[config.mk]
export PLATFORM = sky130hd
export DESIGN_NAME = kpn_fifo_channel
export DESIGN_NICKNAME = d
export VERILOG_FILES = /design/src/rtl/kpn_fifo_channel.sv
export SDC_FILE = /design/constraint.sdc
export NUM_CORES = 1
export LEC_CHECK = 0
export BUFFER_PORTS_ARGS = -buffer_cell sky130_fd_sc_hd__clkbuf_2
export CAP_MARGIN = 20
export CORE_UTILIZATION = 55
export DETAILED_ROUTE_END_ITERATION = 7
export PLACE_DENSITY = 0.74
export SYNTH_ARGS = -nofsm -noshare
export SYNTH_HDL_FRONTEND = slang
export SYNTH_SLANG_ARGS = --single-unit
[constraint.sdc]
create_clock -name clk -period 6.55 [get_ports clk]
set_clock_uncertainty 0.15 [all_clocks]
set_input_delay 0.9825 -clock clk [delete_from_list [all_inputs] [get_ports clk]]
set_output_delay 0.9825 -clock clk [all_outputs]
set_load 0.05 [all_outputs]
[src/rtl/kpn_fifo_channel.sv]
// rtl/kpn_fifo_channel.sv - KPN channel FIFO with 12.4 decimal format check and sticky error flags
module kpn_fifo_channel #(
  parameter int WIDTH = 16,
  parameter int DEPTH = 8
) (
  input  logic                     clk,
  input  logic                     reset_n,
  input  logic                     wr,
  input  logic [WIDTH-1:0]         data_in,
  input  logic                     rd,
  output logic [WIDTH-1:0]         data_out,
  output logic                     out_valid,
  output logic                     full,
  output logic                     empty,
  output logic [$clog2(DEPTH):0]   count,
  output logic                     overflow,
  output logic                     underflow,
  output logic                     format_err
);

  localparam int AW = $clog2(DEPTH);
  localparam logic [AW:0] FULL_CNT = (AW+1)'(DEPTH);

  logic [WIDTH-1:0] r_mem [DEPTH];
  logic [AW-1:0]    r_wr_ptr;
  logic [AW-1:0]    r_rd_ptr;
  logic [AW:0]      r_count;
  logic [WIDTH-1:0] r_data_out;
  logic             r_out_valid;
  logic             r_overflow;
  logic             r_underflow;
  logic             r_format_err;

  logic w_full;
  logic w_empty;
  logic w_fmt_ok;
  logic w_rd_ok;
  logic w_wr_ok;

  // Full/empty come straight from the registered count so they track it in the same cycle.
  assign w_full   = (r_count == FULL_CNT);
  assign w_empty  = (r_count == '0);
  // Decimal digit field must hold 0..9; anything else is not a legal 12.4 word.
  assign w_fmt_ok = (data_in[3:0] <= 4'd9);
  assign w_rd_ok  = rd & ~w_empty;
  // A full channel still takes a write when a read frees a slot on the same edge.
  assign w_wr_ok  = wr & w_fmt_ok & (~w_full | w_rd_ok);

  // Storage array; no reset needed since only words behind a valid count are ever read.
  always_ff @(posedge clk) begin
    if (w_wr_ok) begin
      r_mem[r_wr_ptr] <= data_in;
    end
  end

  // Pointers and occupancy; power-of-two depth makes the pointer wrap implicit.
  always_ff @(posedge clk or negedge reset_n) begin
    if (!reset_n) begin
      r_wr_ptr <= '0;
      r_rd_ptr <= '0;
      r_count  <= '0;
    end else begin
      if (w_wr_ok) begin
        r_wr_ptr <= r_wr_ptr + AW'(1);
      end
      if (w_rd_ok) begin
        r_rd_ptr <= r_rd_ptr + AW'(1);
      end
      case ({w_wr_ok, w_rd_ok})
        2'b10:   r_count <= r_count + (AW+1)'(1);
        2'b01:   r_count <= r_count - (AW+1)'(1);
        default: r_count <= r_count;
      endcase
    end
  end

  // Registered read port: data_out holds the last word read, out_valid pulses per read.
  always_ff @(posedge clk or negedge reset_n) begin
    if (!reset_n) begin
      r_data_out  <= '0;
      r_out_valid <= 1'b0;
    end else begin
      r_out_valid <= w_rd_ok;
      if (w_rd_ok) begin
        r_data_out <= r_mem[r_rd_ptr];
      end
    end
  end

  // Sticky error flags, cleared only by reset.
  always_ff @(posedge clk or negedge reset_n) begin
    if (!reset_n) begin
      r_overflow   <= 1'b0;
      r_underflow  <= 1'b0;
      r_format_err <= 1'b0;
    end else begin
      if (wr & w_full & ~w_rd_ok) begin
        r_overflow <= 1'b1;
      end
      if (rd & w_empty) begin
        r_underflow <= 1'b1;
      end
      if (wr & ~w_fmt_ok) begin
        r_format_err <= 1'b1;
      end
    end
  end

  assign data_out   = r_data_out;
  assign out_valid  = r_out_valid;
  assign full       = w_full;
  assign empty      = w_empty;
  assign count      = r_count;
  assign overflow   = r_overflow;
  assign underflow  = r_underflow;
  assign format_err = r_format_err;

endmodule

# Word level (Yosys, flattened, before mapping)

Memory sizes are Yosys's and may differ from the RTL's. A register that Yosys moved wholly into a read port is not among the register bits.
Index checks and enable logic that the tools add are counted.

$add $sub $neg: 4
$lt $le $gt $ge: 1
Equality and inequality tests: 3
Muxes and demuxes: 3
Bitwise logic cells: 12
Reduce and logical (&&, ||, !) cells: 3

Operators by type and width:

| kind                  | count |
|---|---|
| $pmux W4 S2           | 1 |
| $and A1 B1 Y1         | 7 |
| $add A3 B1 Y3 const B | 2 |
| $add A4 B1 Y4 const B | 1 |
| $eq A4 B4 Y1 const B  | 1 |
| $le A4 B4 Y1 const B  | 1 |
| $logic_not A4 Y1      | 1 |
| $not A1 Y1            | 4 |
| $sub A4 B1 Y4 const B | 1 |
| $eq A2 B1 Y1 const B  | 1 |
| $eq A2 B2 Y1 const B  | 1 |
| $mux W1               | 2 |
| $reduce_bool A2 Y1    | 1 |
| $logic_not A1 Y1      | 1 |
| $or A1 B1 Y1          | 1 |

Flip-flop bits (word level): 14
Bits in writable memories: 128
Bits of input ports: 20
Output and inout bits: 26
Memories kept: 1

Memory list:

| name  | depth | width | read ports | clocked after memory_dff | wr ports | RTL line | text |
|---|---|---|---|---|---|---|---|
| r_mem | 8     | 16    | 1          | 1                        | 1        | 24       | `logic [WIDTH-1:0] r_mem [DEPTH];` |

# Depth between registers and ports, before layout

Word-level depth: 7
Depth in mapped cells: 11
Mapped depth without buffers: 10

# Worst setup path after synthesis

No wires, ideal clock.

Path type: flip-flop to flip-flop
From: register r_count[0], in the netlist count[0]
To: register r_count[2], in the netlist count[2]
Arrival time: 3.861 ns
Setup slack: 2.391 ns
Stages on the path, launching flop included: 12
Buffers on the path: 1
Period minus slack after synthesis: 4.159 ns
Cell sequence: dfrtp_1 > nor4_1 > nand2b_1 > buf_2 > inv_2 > ha_1 > xor2_1 > ha_1 > a21oi_1 > xor2_1 > nor2_1 > xor2_1

Cells in the longest elaborated chain, start to end: 7

RTL lines:

| item                                              | RTL line | text |
|---|---|---|
| from (decl)                                       | 27       | `logic [AW:0] r_count;` |
| from (signal assigned)                            | 70       | `2'b10: r_count <= r_count + (AW+1)'(1);` |
| from (signal assigned)                            | 71       | `2'b01: r_count <= r_count - (AW+1)'(1);` |
| from (signal assigned)                            | 72       | `default: r_count <= r_count;` |
| $logic_not A4 Y1 *                                | 42       | `assign w_empty = (r_count == '0);` |
| net empty                                         | 14       | `output logic empty,` |
| $not A1 Y1 *                                      | 45       | `assign w_rd_ok = rd & ~w_empty;` |
| $and A1 B1 Y1 *                                   | 45       |  |
| net w_rd_ok                                       | 37       | `logic w_rd_ok;` |
| $or A1 B1 Y1                                      | 47       | `assign w_wr_ok = wr & w_fmt_ok & (~w_full \| w_rd_ok);` |
| $and A1 B1 Y1                                     | 47       |  |
| $eq A2 B1 Y1 or $eq A2 B2 Y1 (tied branches)      | 69       | `case ({w_wr_ok, w_rd_ok})` |
| $pmux W4 S2 or $reduce_bool A2 Y1 (tied branches) | n/a      |  |

The timed path passes the listed nets; every way through them passes the cells marked *.
A chain may end at the register's enable or synchronous reset.

# Worst setup path after layout

From: register r_count[1], in the netlist count[1]
To: output port full

Cells in the longest elaborated chain, start to end: 1

RTL lines:

| item         | RTL line | text |
|---|---|---|
| $eq A4 B4 Y1 | 41       | `assign w_full = (r_count == FULL_CNT);` |
| to (decl)    | 13       | `output logic full,` |

Every way passes these cells.

==> metrics <==
status completed; TritonRoute pass-1 iters 4; Core ar. 10,890 um2; crit-path max cell delay just under 0.6 ns; Initial Util 56.85%; Tightest Hold Check Type reg2reg; fraction of the mapped netlist area in simple logic gates roughly 3.6%; share of layout cells above drive strength 1 around 28%; CTS tree built; CP required about 5.4 ns; cts-stage hold buffer count 0; Compound-Gate Fraction of Synth Area roughly 6.4%; CP max stage cell or4b_4; Worst Setup Start Kind register; hpwl dp about 6600 um; die area between 10,000 and 15,000 um2; leakage power roughly 2.7 nW; Synth Area in XOR/XNOR 1.273%; total grt overflow 0; Period Utilization, post-route a little under half; Max FO, Critical Path 8; Buf/Inv on CP 2; crit path cell chain or4b_4, inv_1, clkbuf_2; Main synth FF type edfxtp_1; Power Dens Cells 479.9 nW/um2; initial antenna violation count 0; routed vias/inst 5.797; Slew HR 31.73%; antenna viol nets, final 0; Post-synth EDFFs 128; CP endpoint kind output port; max-cap viol count 0; Min Hold Slack approximately 0.31 ns; clock sink total 158; Fin. Hold Viols 0; syn_area_per_cell between 15 and 20 um2; peak supply drop approximately 360 uV; Post-Place Setup Slack roughly 3.0 ns; Die H about 110 um; clock latency on the worst-skew pair 0.53 ns; Crit path arrival time 1.91 ns; Synth top cells by count 128 x edfxtp_1, 32 x mux2i_1, 30 x dfrtp_1; Post-CTS Resized 0; vias in the first global route 3,229; Async SR Flop Fraction around a fifth; io pins 46; #FFs+latches synth roughly 160; multiplexer share of the synthesized area a little under an eighth; post-synth net total slightly below 400; Netlist cell types 35; share of Yosys cell area claimed by the top area cell type 62.10%; Tmin final roughly 3.0 ns; Tot Pwr ~0.0035 W; Post-Synth Adder-Cell Area 1.011%; largest family of logic cells by synthesized area multiplexers; Slew @ Worst Pin between 1 and 1.5 ns; Num CTS Buffers 17; n_diodes 0; Finished Cell Area 7211 um2; Initial DRC Count 222; Vias 3,316; H-tree levels 4; first-pass GRT wire length roughly 18,000 um; Total Wirelength about 12,000 um; wire length on met2 about 5800 um; Post-Syn Area ~6200 um2; final setup TNS 0 ns; sequential fraction of the synthesis area between 70% and 80%; Max Used Layer met4; Placed Instance Area 6594 um2; most common cell in the netlist edfxtp_1; worst setup margin roughly 3.5 ns; area delta synth->final 16.49%; die width between 100 and 150 um; CP top delay family simple AND/OR/NAND/NOR gates; GPL Wtd Cong between 0.7 and 0.8; Area contributors post-synth edfxtp_1 62%, dfrtp_1 12%, mux2i_1 5.2%; routed length on met1 approximately 5200 um; root buffer cell clkbuf_8; row count 38; Port Buffers 45; worst-case clock buffer depth 2; Synth warnings 0; critical path class reg2out; Detail Route met3 WL a little over 600 um; RSZ-0062 raised after global routing no; # DRC 0; postcts setup bufs 0; area leader, netlist edfxtp_1; largest net degree at the start of global routing between 60 and 70; Worst-path clk slew around 0.06 ns; Final setup viols 0; final max-slew violation count 0; wire length per cell 20.56 um; f_max 328.4 MHz; total global-route track usage between 20 and 25%; Synth Instances 362; final-stage net count ~440
-- where the power goes --
| group | internal, W | switching (W) |
|---|---|---|
| sequential | 0.00125 | 0.000104 |
| clock | 0.000652 | 0.000369 |
| combinational | 0.000383 | 0.000699 |
-- placed cells by master (no fill, tap or decap), types with 4 or more instances in the layout --
| cell type | netlist | final |
|---|---|---|
| nor3_2 | 0 | 4 |
| dfrtp_1 | 30 | 29 |
| mux2i_1 | 32 | 32 |
| nand2_1 | 24 | 24 |
| bufinv_16 | 0 | 5 |
| mux2_1 | 6 | 6 |
| edfxtp_1 | 128 | 128 |
| clkbuf_16 | 0 | 16 |
| a221o_1 | 16 | 16 |
| mux2_2 | 27 | 27 |
| ha_1 | 5 | 5 |
| o21ai_1 | 16 | 16 |
| clkbuf_2 | 0 | 45 |
| nand2b_1 | 5 | 5 |
| buf_4 | 5 | 10 |
| xnor2_1 | 6 | 6 |
| nor2_1 | 5 | 4 |
| o22ai_1 | 16 | 16 |
-- worst register-to-register path, stage by stage (launching register included) --
cell,delay [ns]
dfrtp_1,0.47
nor4_1,0.48
nand2b_1,0.17
buf_4,0.35
inv_2,0.12
ha_1,0.29
xor2_1,0.17
ha_1,0.19
a21oi_1,0.15
xor2_1,0.15
nor2_1,0.06
xor2_1,0.14
-- layout make-up --
type	instances	area [um2]
Fill cell	756	3677
Inverter	5	18.77
Multi-Input combinational cell	182	1504
Clock buffer	19	421.7
Timing Repair Buffer	55	300.3
Tap cell	140	175.2
Clock inverter	13	195.2
Sequential cell	158	4596
-- metal layers --
| metal | GRT usage [%] | up-vias |
|---|---|---|
| met3 | 4.882 | 18 |
| li1 | - | 1529 |
| met2 | 34.08 | 100 |
| met5 | 0 | - |
| met1 | 29.66 | 1669 |
| met4 | 9.687 | 0 |
-- through the flow --
step	utilization [%]	cells
finish	66.23	572
global route	66.23	572
CTS	66.23	572
detailed placement	60.56	540
global placement	60.56	540
floorplan	-	362
-- worst paths after layout --
| kind | from | end | slack (ns) | cells after the start |
|---|---|---|---|---|
| hold / removal | underflow$_DFFE_PN0P_ | underflow$_DFFE_PN0P_ | 0.31 | 1 |
| max in group asynchronous | reset_n | r_rd_ptr[0]$_DFFE_PN0P_ | 5.29 | 1 |
| hold reg to reg | underflow$_DFFE_PN0P_ | underflow$_DFFE_PN0P_ | 0.31 | 1 |
| setup / recovery | count[1]$_DFFE_PN0P_ | full | 3.50 | 3 |
| setup reg to reg | count[1]$_DFFE_PN0P_ | count[2]$_DFFE_PN0P_ | 3.54 | 11 |
| min in group asynchronous | reset_n | count[2]$_DFFE_PN0P_ | 0.39 | 1 |
-- logic make-up after synthesis --
family	count (synthesis)
buffers and inverters	22
adders and majority gates	5
muxes	66
xor gates and xnor gates	9
DFF	158
AOI/OAI and AO/OA	55
and+or+nand+nor	47
-- state kept, by name (all words and copies together) (netlist names) --
signal and cells:
format_err 1, r_mem 128, data_out 16, underflow 1, count 4, overflow 1
r_rd_ptr 3, out_valid 1, r_wr_ptr 3
(Power assumes the default switching activity.)
